$ cat config.mk
export PLATFORM = sky130hd
export DESIGN_NAME = cla_pipe_addsub
export DESIGN_NICKNAME = d
export VERILOG_FILES = /design/src/rtl/cla_pipe_addsub.sv
export SDC_FILE = /design/constraint.sdc
export NUM_CORES = 1
export LEC_CHECK = 0
export BUFFER_PORTS_ARGS = -buffer_cell sky130_fd_sc_hd__buf_2
export CORE_MARGIN = 3
export CORE_UTILIZATION = 63
export CTS_CLUSTER_SIZE = 40
export DETAILED_ROUTE_END_ITERATION = 10
export PLACE_DENSITY_LB_ADDON = 0.1
export REMOVE_ABC_BUFFERS = 1
export SETUP_SLACK_MARGIN = 0.4
export SYNTH_ARGS = -nofsm -noshare
export SYNTH_HDL_FRONTEND = slang
export SYNTH_SLANG_ARGS = --single-unit
$ cat constraint.sdc
create_clock -name clk -period 6.31 [get_ports clk]
set_clock_uncertainty 0.2 [all_clocks]
set_input_delay 0.3155 -clock clk [delete_from_list [all_inputs] [get_ports clk]]
set_output_delay 0.3155 -clock clk [all_outputs]
set_load 0.02 [all_outputs]
$ cat src/rtl/cla_pipe_addsub.sv
// Pipelined carry-lookahead adder/subtractor: one BLOCK-bit lookahead group per stage,
// group carry registered forward, valid/ready handshake with a single global advance.
`timescale 1ns/1ps

module cla_pipe_addsub #(
  parameter int WIDTH = 32,
  parameter int BLOCK = 8
) (
  input  logic             clk,
  input  logic             rst_n,
  input  logic             in_valid,
  output logic             in_ready,
  input  logic [WIDTH-1:0] a,
  input  logic [WIDTH-1:0] b,
  input  logic             cin,
  input  logic             sub,
  output logic             out_valid,
  input  logic             out_ready,
  output logic [WIDTH-1:0] sum,
  output logic             cout,
  output logic             ovf,
  output logic             zero
);

  localparam int S = WIDTH / BLOCK;

  // Operands shift down one group per stage so the live group is always at bit 0;
  // finished sum groups enter from the top and land in place after S stages.
  typedef struct packed {
    logic             valid;
    logic             sub;
    logic             carry;
    logic             ovf;
    logic             zero;
    logic [WIDTH-1:0] a;
    logic [WIDTH-1:0] b;
    logic [WIDTH-1:0] sum;
  } stage_t;

  // Returns {carry into group MSB, group carry-out, group sum}; every carry is a
  // flat sum of generate/propagate products of the group inputs.
  function automatic logic [BLOCK+1:0] group_cla(
    input logic [BLOCK-1:0] ga,
    input logic [BLOCK-1:0] gb,
    input logic             gc
  );
    logic [BLOCK-1:0] g;
    logic [BLOCK-1:0] p;
    logic [BLOCK:0]   gx;
    logic [BLOCK:0]   c;
    logic             term;
    logic             any;
    g     = ga & gb;
    p     = ga ^ gb;
    gx    = {g, gc};
    c     = '0;
    c[0]  = gc;
    for (int i = 0; i < BLOCK; i++) begin
      any = 1'b0;
      for (int j = 0; j <= i + 1; j++) begin
        term = gx[j];
        for (int m = j; m <= i; m++) term = term & p[m];
        any = any | term;
      end
      c[i+1] = any;
    end
    return {c[BLOCK-1], c[BLOCK], p ^ c[BLOCK-1:0]};
  endfunction

  stage_t             st_q [S];
  stage_t             st_d [S];
  stage_t             src  [S];
  logic [BLOCK+1:0]   grp  [S];
  logic               advance;

  assign advance  = !out_valid || out_ready;
  assign in_ready = advance;

  always_comb begin
    // NOTE: every element is defaulted before any conditional use, so no latches.
    for (int k = 0; k < S; k++) begin
      src[k] = '0;
      st_d[k] = '0;
      grp[k] = '0;
    end

    src[0].valid = in_valid;
    src[0].sub   = sub;
    src[0].carry = sub ? ~cin : cin;
    src[0].zero  = 1'b1;
    src[0].a     = a;
    src[0].b     = sub ? ~b : b;
    for (int k = 1; k < S; k++) src[k] = st_q[k-1];

    for (int k = 0; k < S; k++) begin
      grp[k]        = group_cla(src[k].a[BLOCK-1:0], src[k].b[BLOCK-1:0], src[k].carry);
      st_d[k].valid = src[k].valid;
      st_d[k].sub   = src[k].sub;
      st_d[k].carry = grp[k][BLOCK];
      // Only the last group's value survives to the output stage.
      st_d[k].ovf   = grp[k][BLOCK+1] ^ grp[k][BLOCK];
      st_d[k].zero  = src[k].zero & (grp[k][BLOCK-1:0] == '0);
      st_d[k].a     = src[k].a >> BLOCK;
      st_d[k].b     = src[k].b >> BLOCK;
      st_d[k].sum   = (src[k].sum >> BLOCK) | (WIDTH'(grp[k][BLOCK-1:0]) << (WIDTH - BLOCK));
    end
  end

  // NOTE: state is updated with non-blocking '<=' only; the data fields are reset
  // as well so sum and flags read 0 out of reset, not just the valid bits.
  always_ff @(posedge clk or negedge rst_n) begin
    if (!rst_n) begin
      for (int k = 0; k < S; k++) st_q[k] <= '0;
    end else if (advance) begin
      for (int k = 0; k < S; k++) st_q[k] <= st_d[k];
    end
  end

  assign out_valid = st_q[S-1].valid;
  assign sum       = st_q[S-1].sum;
  assign cout      = st_q[S-1].carry ^ st_q[S-1].sub;
  assign ovf       = st_q[S-1].ovf;
  assign zero      = st_q[S-1].zero;

endmodule

# [After elaboration in Yosys (flattened, before gate mapping)]
# Cells that the tools add are included.
[totals] out_inout_bits=37 in_bits=70 mem_bits_rw=0 ff_bits=217 romBits=0 wordCells=345 n_memories=0 latchBits=0
[classes] n_addsub=0 bitwise=310 eq_ne=0 magnitude_cmp=0 mul=0 mux=2 n_div=0 n_reduce_logical=6 shift=0
[op_table] operator="1-bit AND" n=147
[op_table] operator="1-bit bitwise OR" n=144
[op_table] operator="24-bit by 32-bit bitwise OR with 32-bit output" n=3
[op_table] operator="8-bit XOR" n=8
[op_table] operator="8-bit AND" n=4
[op_table] operator="8-bit zero test" n=4
[op_table] operator="32-bit two-way mux" n=1
[op_table] operator="32-bit inverter" n=1
[op_table] operator="1-bit XOR" n=2
[op_table] operator="1-bit zero test" n=1
[op_table] operator="1-bit logical OR" n=1
[op_table] operator="1-bit two-way mux" n=1
[op_table] operator="1-bit inverter" n=1

# [Longest topological paths before layout]
[depth] ltp_word=19 mapped_depth=10 depth_no_buf=8

# [Least setup slack after synthesis]
# No wires, ideal clock.
[synth_timing] path_kind="input port to flip-flop" from="input port sub" to="register src[233] (netlist name)" n_path_buf=2 arrival_time_ns=2.565 slack_ns=3.420 required_ns=5.985 stages=10 setup_time_ns=0.125 cell_sequence="clkbuf_1 > buf_2 > xor2_1 > ha_1 > ha_1 > o211ai_2 > a21oi_2 > o32a_1 > xor2_1 > mux2_2"
[synth_between] elab_chain_len=17 word_cells_on_any_way=40 cone_classes="mux: 2; bitwise: 38"
[synth_lines] item="start, declared" line="16" text="input logic sub,"
[synth_lines] item="32-bit two-way mux" line="92" text="src[0].b = sub ? ~b : b;"
[synth_lines] item="8-bit XOR" line="54" text="p = ga ^ gb;"
[synth_lines] item="1-bit AND (7 in series)" line="62" text="for (int m = j; m <= i; m++) term = term & p[m];"
[synth_lines] item="1-bit bitwise OR (7 in series)" line="63" text="any = any | term;"
[synth_lines] item="8-bit XOR *" line="67" text="return {c[BLOCK-1], c[BLOCK], p ^ c[BLOCK-1:0]};"
# Every way passes the cells marked *; elsewhere a longest branch is shown, timed or not.
# A chain may end at the register's enable or synchronous reset.

# [Worst setup path in the final report]
[layout_timing] from="register out_valid (netlist name)" to="output port in_ready"
[layout_between] elab_chain_len=2
[layout_lines] item="1-bit zero test" line="76" text="assign advance = !out_valid || out_ready;"
[layout_lines] item="1-bit logical OR" line="76"
[layout_lines] item="end, declared" line="12" text="output logic in_ready,"
# No other way between the ends.

==> out/summary.txt <==
final hold slack: -13.2 ps
worst path required time: 5790 ps
num rows: 43
Final nets: 1216
vias: 6634
Final Hold Fails: 1
RePlAce Congestion: 0.815
first-pass GRT wire length: 29700 um
Layout area overhead: 16.6%
area of the multi-input gates: 0.00389 mm2
total of max-cap violations: 0
antenna violations before repair: 0
critical path type: register to output port
Final Slew Violations: 0
Synth warnings: 0
FILL cells: 1026
Post-Syn Area: 0.00916 mm2
clk_lat worst skew: 430 ps
initial core utilization: 65.2%
min cycle time layout: 3430 ps
TritonCTS buffer count: 17
FF+latch area: 0.00483 mm2
gr busiest metal: met2
setup violators final: 0
met3 Track Usage GR: 4.67%
DP Wirelength: 9750 um
M2 GR Usage: 37.4%
run status: finished with violations
Cell Count Post-Placement: 1221
hold crit path type: primary input to register
Crit path largest cell delay: 780 ps
pwr/cell area: 509 mW/mm2
final std cells w/o fill: 1299
failing checks: negative hold slack
Die Wd: 127 um
top cells by area, synth: dfrtp_1 (53%), nand2_1 (18%), ha_1 (4.9%), xnor2_1 (3.9%), buf_4 (2.6%)
grt met1 use: 29.8%
n_diodes: 0
Worst Path Buf+Inv: 4
f_max: 0.292 GHz
launch point of the worst reg-to-reg path: out_valid$_DFFE_PN0P_
Startpoint Class: register
starting DRC count in detailed routing: 466
ys async rst share: 100%
sequential share of the synthesized area: 52.7%
DRT antenna net count: 0
total gr overflow: 0
Port Buffers: 106
full die area: 0.0160 mm2
Worst Hold Endpoint: src[249]$_DFFE_PN0P_
DRT Pass-1 Iters: 5
EDFF count, synth: 0
Pint: 0.00340 W
RSZ-0062 raised after global routing: false
most numerous cell in the Yosys netlist: nand2_1
IO Count: 107
Synth cell types: 48
DRC errors left: 0
cell chain of the critical path: nor2b_4, buf_12, inv_6, buf_4, buf_2
clock transition at the registers of the reported paths: 70 ps
Clock Power Share: 22.6%
area share of the largest cell type after synthesis: 52.7%
Core ar.: 0.0140 mm2
r2r endpoint: src[132]$_DFFE_PN0P_
CP delay by family, top: buffers and inverters
Slew HR: 31.3%
sw frac: 37.3%
Hold Path Depth: 3
crit share post-route: 54.4%
Comb pwr share: 39.1%
Most used DFF post-synth: dfrtp_1
CP max FO: 210
Final Util: 76.1%
Leakage: 5.48 nW
CP Data Arrival Time: 2910 ps
Synth area leader: dfrtp_1
maximum root-to-sink buffer count: 2
Setup crit end kind: output port
Cells after Synth: 1009
worst IR drop on VDD: 0.277 mV
number of global-route vias before repair: 6425
top cells by count, synth: nand2_1 (450), dfrtp_1 (193), xnor2_1 (41), ha_1 (36), buf_4 (32)
vias per cell: 5.11
CTS Sinks: 193
R2R Setup Slk: 3390 ps
largest net degree at the start of global routing: 211
TritonCTS clock tree: yes
switching pwr: 0.00203 W
min-delay src: b[23]
Slowest cell on crit path: inv_6
#FFs+latches synth: 193
share of cells above drive strength 1: 14.5%
# Post-CTS Setup Buffers: 0
gr usage total: 22.6%
post-DR wirelength/cell: 13.0 um
sequential share of power: 38.3%
CTS Root Cell: clkbuf_16
# H-tree levels: 4
Die Y: 127 um
Worst Reg-to-Reg Cells: 5
drt total wl: 16900 um
Least-Margin Pin Slew: 1030 ps
syn avg cell area: 9.08 um2
==> sequential cells by signal (all words and copies together) (netlist names) <==
| signal | count |
|---|---|
| src | 156 |
| sum | 32 |
| st_q | 2 |
| out_valid | 1 |
| ovf | 1 |
| zero | 1 |
==> cell usage in the layout (no fill, tap or decap), types with 3 or more instances in the layout <==
cell type      instances
nand2_1              450
dfrtp_1              193
buf_2                105
dlygate4sd3_1         46
xnor2_1               41
ha_1                  36
nor2_1                30
o21ai_0               29
a21oi_1               27
xor2_1                20
clkbuf_16             17
nor3_1                12
nand3_1               11
o21ai_1                9
bufinv_16              6
a21oi_2                5
or2_1                  5
nand2b_1               5
nor4_1                 4
o31ai_1                4
and3_1                 4
fa_1                   4
inv_6                  3
o211ai_2               3
o32a_1                 3
mux2_2                 3
a21o_1                 3
clkinv_2               3
clkbuf_8               3
==> routing by layer <==
| layer | part of all wire, % | wire, um |
|---|---|---|
| met1 | 45 | 7580 |
| met2 | 49 | 8320 |
| met3 | 3.8 | 639 |
| met4 | 1.9 | 318 |
| met5 | 0 | 0 |
==> worst max path at each step <==
stage / start / end / slack (ps) / depth (start not counted)
3_5_place_dp: sub / src[233]$_DFFE_PN0P_ / 2970 / 9
4_1_cts: out_valid$_DFFE_PN0P_ / in_ready / 2900 / 5
6_report: out_valid$_DFFE_PN0P_ / in_ready / 2880 / 5
3_3_place_gp: sub / src[233]$_DFFE_PN0P_ / 3060 / 9
2_1_floorplan: out_valid$_DFFE_PN0P_ / src[132]$_DFFE_PN0P_ / -6180 / 3
5_1_grt: out_valid$_DFFE_PN0P_ / in_ready / 2670 / 5
==> cell families (layout without fill, tap and decap cells) <==
logic type / count (synthesis) / count (layout) / synth area share, %
muxes: 5 / 5 / 0.601
xor gates and xnor gates: 62 / 62 / 6.01
buffers and inverters: 80 / 190 / 4.88
DFF: 193 / 193 / 52.7
adders and majority gates: 40 / 40 / 5.79
AOI/OAI and AO/OA: 100 / 100 / 7.21
and+or+nand+nor: 529 / 529 / 22.8
==> metrics by stage <==
step | hold WS [ps] | cell area, um2 | worst slack, ps | total power [W] | setup TNS, ps
2_1_floorplan | -180 | 8730 | -6180 | 0.00373 | -976820
3_3_place_gp | 245 | 9540 | 3060 | 0.00411 | 0
3_5_place_dp | 250 | 9540 | 2970 | 0.00418 | 0
4_1_cts | 1.21 | 10700 | 2900 | 0.00548 | 0
5_1_grt | 26.9 | 10700 | 2670 | 0.00588 | 0
6_report | -13.2 | 10700 | 2880 | 0.00543 | 0
==> tightest hold or removal path: cells and delay by family <==
family | cells | cell delay [ps]
AOI/OAI and AO/OA | 1 | 60
buffers and inverters | 1 | 90
xor gates and xnor gates | 1 | 100
==> cell type report <==
| class | count | share of cell area (%) |
|---|---|---|
| Clock buffer | 19 | 4.24 |
| Tap cell | 180 | 2.11 |
| Inverter | 3 | 0.152 |
| Multi-Input combinational cell | 736 | 36.4 |
| Timing Repair Buffer | 155 | 9.69 |
| Clock inverter | 13 | 2.16 |
| Sequential cell | 193 | 45.2 |
==> what timing repair did <==
action | 4_1_cts | 5_1_grt
hold buffers | 46 | 0
hold endpoints to repair | 174 | 0
gates resized for setup | 0 | 0
==> power by group through the flow <==
stage	logic [W]	clock network [W]	registers (W)
2_1_floorplan	0.00156	0	0.00217
3_3_place_gp	0.00203	0	0.00208
3_5_place_dp	0.00209	0	0.00209
4_1_cts	0.00215	0.00124	0.00208
5_1_grt	0.00243	0.00130	0.00215
6_report	0.00212	0.00123	0.00208
Note: power is estimated with default switching activity, not from simulation.
